<file path="src/rtl/sumador_param.sv">
// Parametrised multi-cycle accumulator: add/sub through a SLICE_W-bit carry chain,
// one slice per clock, plus single-cycle load/clear, saturation and sticky overflow.
module sumador_param #(
  parameter int WIDTH   = 8,
  parameter int SLICE_W = 4
) (
  input  logic             clk,
  input  logic             rst,
  input  logic             enable,
  input  logic             op_valid,
  output logic             op_ready,
  input  logic [1:0]       op_mode,
  input  logic [WIDTH-1:0] operand,
  input  logic             sat_en,
  input  logic             ovf_clr,
  output logic [WIDTH-1:0] out,
  output logic             cout,
  output logic             ovf_sticky,
  output logic             done
);

  localparam int NSLICE = WIDTH / SLICE_W;
  localparam int IDX_W  = (NSLICE > 1) ? $clog2(NSLICE) : 1;
  localparam logic [IDX_W-1:0] LAST_IDX = IDX_W'(NSLICE - 1);

  typedef enum logic {IDLE, CALC} state_t;
  typedef enum logic [1:0] {OP_ADD = 2'b00, OP_SUB = 2'b01, OP_LOAD = 2'b10, OP_CLEAR = 2'b11} op_t;

  state_t             r_state;
  logic [IDX_W-1:0]   r_idx;
  logic [WIDTH-1:0]   r_op;
  logic [WIDTH-1:0]   r_shadow;
  logic [WIDTH-1:0]   r_out;
  logic               r_carry;
  logic               r_sub;
  logic               r_sat;
  logic               r_cout;
  logic               r_ovf;
  logic               r_done;

  int                 w_base;
  logic [SLICE_W:0]   w_slice_sum;
  logic [WIDTH-1:0]   w_result;
  logic               w_carry;
  logic               w_ovf;
  logic               w_last;
  logic               w_accept;

  assign op_ready   = enable & (r_state == IDLE);
  assign w_accept   = op_valid & op_ready;
  assign out        = r_out;
  assign cout       = r_cout;
  assign ovf_sticky = r_ovf;
  assign done       = r_done;

  assign w_base  = int'(r_idx) * SLICE_W;
  assign w_carry = w_slice_sum[SLICE_W];
  // Subtraction adds the inverted operand plus one, so a missing carry is a borrow.
  assign w_ovf   = r_sub ? ~w_carry : w_carry;
  assign w_last  = (r_state == CALC) && (r_idx == LAST_IDX);

  // NOTE: every always_comb output gets a full default first, so no latch can be inferred.
  always_comb begin
    w_slice_sum = {1'b0, r_out[w_base +: SLICE_W]} + {1'b0, r_op[w_base +: SLICE_W]}
                + (SLICE_W + 1)'(r_carry);
    w_result = r_shadow;
    w_result[w_base +: SLICE_W] = w_slice_sum[SLICE_W-1:0];
  end

  // NOTE: state uses non-blocking assignments so every register sees pre-edge values.
  always_ff @(posedge clk or posedge rst) begin
    if (rst) begin
      r_state  <= IDLE;
      r_idx    <= '0;
      r_op     <= '0;
      r_shadow <= '0;
      r_out    <= '0;
      r_carry  <= 1'b0;
      r_sub    <= 1'b0;
      r_sat    <= 1'b0;
      r_cout   <= 1'b0;
      r_ovf    <= 1'b0;
      r_done   <= 1'b0;
    end else if (enable) begin
      r_done <= 1'b0;
      case (r_state)
        IDLE: begin
          if (w_accept) begin
            case (op_t'(op_mode))
              OP_ADD, OP_SUB: begin
                r_sub   <= op_mode[0];
                r_op    <= op_mode[0] ? ~operand : operand;
                r_carry <= op_mode[0];
                r_sat   <= sat_en;
                r_idx   <= '0;
                r_state <= CALC;
              end
              OP_LOAD: begin
                r_out  <= operand;
                r_cout <= 1'b0;
                r_done <= 1'b1;
              end
              OP_CLEAR: begin
                r_out  <= '0;
                r_cout <= 1'b0;
                r_done <= 1'b1;
              end
              default: ;
            endcase
          end
        end
        CALC: begin
          r_carry  <= w_carry;
          r_shadow <= w_result;
          if (w_last) begin
            r_state <= IDLE;
            r_cout  <= w_carry;
            r_done  <= 1'b1;
            if (w_ovf && r_sat) r_out <= r_sub ? '0 : '1;
            else                r_out <= w_result;
          end else begin
            r_idx <= r_idx + 1'b1;
          end
        end
        default: r_state <= IDLE;
      endcase

      // A new overflow outranks a clear arriving on the same edge.
      if (w_last && w_ovf) r_ovf <= 1'b1;
      else if (ovf_clr)    r_ovf <= 1'b0;
    end
  end

endmodule
</file>
<file path="config.mk">
export PLATFORM = sky130hd
export DESIGN_NAME = sumador_param
export DESIGN_NICKNAME = d
export VERILOG_FILES = /design/src/rtl/sumador_param.sv
export SDC_FILE = /design/constraint.sdc
export NUM_CORES = 1
export LEC_CHECK = 0
export ABC_CLOCK_PERIOD_IN_PS = 7700
export BUFFER_PORTS_ARGS = -buffer_cell sky130_fd_sc_hd__buf_2
export CAP_MARGIN = 40
export CORE_MARGIN = 1
export CORE_UTILIZATION = 59
export CTS_CLUSTER_SIZE = 24
export DETAILED_ROUTE_END_ITERATION = 12
export PLACE_DENSITY = 0.93
export REMOVE_ABC_BUFFERS = 1
export SLEW_MARGIN = 20
export SYNTH_ARGS = -nofsm -noshare
export SYNTH_HDL_FRONTEND = slang
export SYNTH_SLANG_ARGS = --single-unit
</file>
<file path="constraint.sdc">
create_clock -name clk -period 7.7 [get_ports clk]
set_input_delay 0.385 -clock clk [delete_from_list [all_inputs] [get_ports clk]]
set_output_delay 0.385 -clock clk [all_outputs]
set_load 0.03 [all_outputs]
</file>
==> reports/metrics.yaml, run 1 <==
tightestPinTransition_ps: 781
grt_setup_unrepaired: "no"
maxCapViolations: 0
maxSlewHeadroom_pct: 47.9
synthTopCellsByArea: "dfrtp_1, mux2_2, a21oi_1"
grt_use_met1_pct: 30.8
crit_arrival_ps: 3400
dp_hpwl_microns: 2580
via_per_inst: 5.92
setup_violations: 0
holdCritPathClass: "in2async"
drt_iter0_drc: 72
met3_usage_pct: 8.61
routedWlPerCell_microns: 15.9
synth_flop_cell: "dfrtp_1"
r2r_start: "r_idx"
post-route-period-util_pct: 40.9
status: "finished, final reports clean"
reg2reg_depth: 7
cts.htree.levels: 2
drtAntennaViolNets: 0
grt_use_met2_pct: 49.6
p_leak_uw: 0.000830
insertion_delay_ps: 340
grt_pass1_wl_microns: 5870
layout-drive-gt1-share_pct: 28.3
ys_seq_area_share_pct: 45.0
synth_top_cell_by_area: "dfrtp_1"
antenna_found_initial: 0
final-max-slew-violation-count: 0
dieArea_sq_um: 2950
yosysTopAreaCellShare_pct: 45.0
cts_tree: "built"
syn_to_final_growth_pct: 15.4
syn_inst: 164
nets: 211
fin_tns_setup_ps: 0
gp_congestion: 0.903
ys_ff_latch: 29
row_count: 18
endpoint_kind: "flip-flop"
synth_area_sq_um: 1610
grt_util_all_layers_pct: 29.1
die_h_microns: 54.3
overflow: 0
regToRegEndpoint: "out[7]"
skew_ps: 17.8
power.total_uw: 940
grt_max_degree: 23
yosys_warnings: 0
startpoint_type: "flip-flop"
start_util_pct: 63.9
crit_required_ps: 7950
async_flop_share_pct: 100
drt_drc_violations_left: 0
finalWorstSetupSlack_ps: 4550
fin_crit_ps: 3150
ir_drop_mv: 0.353
crit_fanout: 16
clkSlewWorstSetupHoldPaths_ps: 100
busiest_layer: "met2"
io_pins: 28
fmax_mhz: 318
routed_wl_microns: 3520
cts_made_buffers: 5
rrSetupSlack_ps: 4550
ctsResizeCount: 0
hold_viol_final: 0
cts_hold_buf: 0
cts_buffer_depth: 2
drt_first_pass_iters: 5
place_ws_ps: 4580
cts_sinks: 29
avgSynthCellArea_sq_um: 9.83
cp-endpoint: "out[7]"
powerDensity_nw_per_um2: 505
synth_edf_count: 0
critPathLaunch: "r_idx"
coreArea_sq_um: 2520
critPathKind: "reg2reg"
port_buffers: 27
die_x_microns: 54.3
grt_pass1_vias: 1382
n_antenna_cell: 0
ys_types: 30
clockRootBuffer: "clkbuf_4"
route.vias.total: 1309
cts_setup_buffers: 0
fillers: 181
[synth_stat cells, types with 2 or more instances]
master and n:
clkbuf_1 6, xnor2_1 10, inv_1 7, a21o_1 2
dfrtp_1 29, a21oi_2 2, nand3_1 3, nor2b_1 3
nor2_1 18, a211oi_1 11, mux2_2 11, fa_1 2
a21oi_1 20, ha_1 3, a32oi_1 2, o21ai_0 7
nand2_1 13, buf_2 3
[layout make-up]
| cell class | count | area, sq um | share of cell area [%] |
|---|---|---|---|
| clock buffers | 7 | 55.1 | 2.96 |
| clock inverters | 1 | 30.0 | 1.61 |
| inverters | 7 | 26.3 | 1.41 |
| multi-input cells | 119 | 823 | 44.3 |
| flip-flops and latches | 29 | 726 | 39.0 |
| well taps | 30 | 37.5 | 2.02 |
| repair buffers | 28 | 163 | 8.74 |
[per-stage QoR]
stage / util [%] / hold slack, ps / cells / instance area [sq um]
global placement: 69.3 / 455 / 212 / 1750
global route: 73.8 / 120 / 221 / 1860
floorplan: - / 450 / 155 / 1580
finish: 73.8 / 91.3 / 221 / 1860
detailed placement: 70.4 / 460 / 213 / 1780
CTS: 73.8 / 99.5 / 221 / 1860
[critical path, cell delays in order (launching register included)]
cell	delay [ps]
dfrtp_1	710
mux2_2	420
fa_1	450
fa_1	430
nand3_2	140
a21oi_2	110
or4b_1	560
a221oi_2	240
[where the power goes]
part           leakage (uW)  switching [uW]  internal (uW)  total (uW)
sequential         0.000340            70.0            223         293
clock             0.0000455            54.8           77.5         132
combinational      0.000444             301            214         514
total              0.000830             426            514         940
[per-layer routing]
metal | up-vias | wire (microns)
met5 | - | 0
met4 | 0 | 100
met3 | 13 | 273
met2 | 62 | 1750
met1 | 608 | 1390
li1 | 626 | -
[worst min path at each step]
stage / startpoint / to / slack [ps] / cells after the start
after CTS: rst / r_op[4] / 100 / 2
final: rst / r_op[4] / 90 / 2
after global routing: rst / r_op[4] / 120 / 2
after global placement: done / done / 460 / 1
after detailed placement: done / done / 460 / 1
after floorplan: r_shadow[2] / r_shadow[2] / 450 / 2
[layout by cell type, fill, tap and decap left out, drive strengths merged]
master,n
bufinv,1
fa,2
ha,3
or2,1
nor2,18
a21oi,23
nor2b,3
inv,7
nand2b,1
buf,28
and3b,1
or4b,1
a32oi,2
a31o,1
a21o,2
xnor2,10
a221oi,1
a211oi,11
nand2,13
dfrtp,29
nand3,4
o221ai,1
o21ai,7
mux2,11
nand3b,1
clkbuf,7
nand4,1
and3,1
[logic make-up (layout without fill, tap and decap cells)]
| logic type | Yosys count | count (layout) | synth area share [%] |
|---|---|---|---|
| fa+ha+maj | 5 | 5 | 4.81 |
| mux | 11 | 11 | 7.68 |
| flops | 29 | 29 | 45.0 |
| compound gates | 48 | 48 | 19.6 |
| simple gates | 45 | 45 | 13.5 |
| buf+inv | 16 | 43 | 3.96 |
| xor+xnor | 10 | 10 | 5.43 |
(Power assumes the default switching activity.)
==> run 2: changes to the inputs <==
--- a/config.mk
+++ b/config.mk
@@ -5,14 +5,14 @@
 export SDC_FILE = /design/constraint.sdc
 export NUM_CORES = 1
 export LEC_CHECK = 0
-export ABC_CLOCK_PERIOD_IN_PS = 7700
+export ABC_CLOCK_PERIOD_IN_PS = 2800
 export BUFFER_PORTS_ARGS = -buffer_cell sky130_fd_sc_hd__buf_2
 export CAP_MARGIN = 40
 export CORE_MARGIN = 1
-export CORE_UTILIZATION = 59
+export CORE_UTILIZATION = 49
 export CTS_CLUSTER_SIZE = 24
 export DETAILED_ROUTE_END_ITERATION = 12
-export PLACE_DENSITY = 0.93
+export PLACE_DENSITY = 0.84
 export REMOVE_ABC_BUFFERS = 1
 export SLEW_MARGIN = 20
 export SYNTH_ARGS = -nofsm -noshare
==> constraint.sdc (replaced) <==
create_clock -name clk -period 2.8 [get_ports clk]
set_input_delay 0.14 -clock clk [delete_from_list [all_inputs] [get_ports clk]]
set_output_delay 0.14 -clock clk [all_outputs]
set_load 0.03 [all_outputs]
==> reports/metrics.yaml, run 2 (synthesis results as in run 1) <==
cts_tree: "built"
dp_hpwl_microns: 2490
placedCellCount: 231
port_buffers: 27
worst_hold_path.endpoint: "r_sat"
tightestPinTransition_ps: 572
critPathKind: "reg2reg"
fin_crit_ps: 2660
grt_pass1_wl_microns: 5670
grt_util_all_layers_pct: 22.6
maxCapViolations: 0
clkSlewWorstSetupHoldPaths_ps: 90
n_antenna_cell: 0
grt_setup_unrepaired: "no"
drt_drc_violations_left: 0
powerDensity_nw_per_um2: 1340
start_util_pct: 52.4
p_sw_uw: 1160
holdCritPathClass: "in2reg"
stdcell_area_sq_um: 1890
hold_viol_final: 0
coreArea_sq_um: 3080
internal_power_uw: 1370
io_pins: 28
grt_pass1_vias: 1260
cts_sinks: 29
cts_made_buffers: 5
setup_violations: 0
insertion_delay_ps: 340
grt_max_degree: 23
crit_fanout: 7
rrSetupSlack_ps: 140
syn_to_final_growth_pct: 17.1
regToRegEndpoint: "out[7]"
power_frac_comb_pct: 59.0
routedWlPerCell_microns: 14.0
antenna_found_initial: 0
nets: 217
power.share.switching_pct: 45.9
fmax_mhz: 376
holdPathStages: 2
dieArea_sq_um: 3520
row_count: 20
crit_required_ps: 3060
layout-drive-gt1-share_pct: 30.6
routed_wl_microns: 3350
overflow: 0
cts_buffer_depth: 2
route.vias.total: 1286
final_common_cell: "dfrtp_1"
post-route-period-util_pct: 95.0
endpoint_kind: "flip-flop"
via_per_inst: 5.36
die_h_microns: 59.4
drtAntennaViolNets: 0
maxSlewHeadroom_pct: 61.8
cts.htree.levels: 2
reg2reg_depth: 7
place_area_sq_um: 1810
power.total_uw: 2530
drt_first_pass_iters: 4
clockPowerShare_pct: 10.3
hold_slack_ps: 24.3
p_seq_share_pct: 30.7
die_x_microns: 59.4
gp_congestion: 0.839
place_ws_ps: 23.8
instances_no_fill: 240
r2r_start: "r_idx"
crit_arrival_ps: 2920
p_leak_uw: 0.000838
status: "finished, final reports clean"
finalWorstSetupSlack_ps: 141
final-max-slew-violation-count: 0
clockRootBuffer: "clkbuf_4"
drt_iter0_drc: 44
min-delay-start: "sat_en"
startpoint_type: "flip-flop"
final_cell_mix: "dfrtp_1, buf_2, a21oi_1, nor2_1, nand2_1"
ir_drop_mv: 0.809
skew_ps: 5.13
-- run 2: what timing repair did --
action	4_1_cts	5_1_grt
setup buffers	0	1
hold endpoints to repair	14	0
endpoints found under the setup margin	0	1
gates resized for setup	0	2
hold buffers	1	0
-- run 2: final cells by class --
class,instances,area [sq um]
Sequential cell,29,726
Clock buffer,7,55.1
Inverter,7,26.3
Tap cell,44,55.1
Multi-Input combinational cell,119,828
Fill cell,276,1190
Timing Repair Buffer,34,198
-- run 2: layer usage --
metal	vias to the layer above	part of all wire, %	GRT usage [%]
li1	646	-	-
met1	611	45	28.4
met2	23	49	35.5
met3	6	4.5	8.52
met4	0	1.5	8.16
met5	-	0	0
-- run 2: critical path, stage by stage, from the launching register on --
cell and delay, ps:
dfrtp_1 410, mux2_2 380, fa_2 390, fa_2 370
nand3_2 130, a21oi_2 120, or4b_1 550, a221oi_2 240
-- run 2: metrics by stage --
stage,util [%],TNS (ps)
after global routing,61.3,0
after detailed placement,58.8,0
after global placement,58.3,0
final,61.3,0
after CTS,60.9,0
after floorplan,-,-68.4
-- run 2: power groups by stage --
stage          combinational (uW)  clock, uW  sequential [uW]
2_1_floorplan                 957          0              913
3_3_place_gp                 1430          0              768
3_5_place_dp                 1460          0              779
4_1_cts                      1470        263              772
5_1_grt                      1650        286              804
6_report                     1490        260              776
-- run 2: worst max path at each step --
stage | slack (ps) | to | start
final | 140 | out[7] | r_idx
after detailed placement | 20 | out[7] | r_idx
after CTS | 5 | out[7] | r_idx
after global routing | 60 | out[7] | r_idx
after floorplan | -70 | out[7] | r_idx
after global placement | 110 | out[7] | r_idx
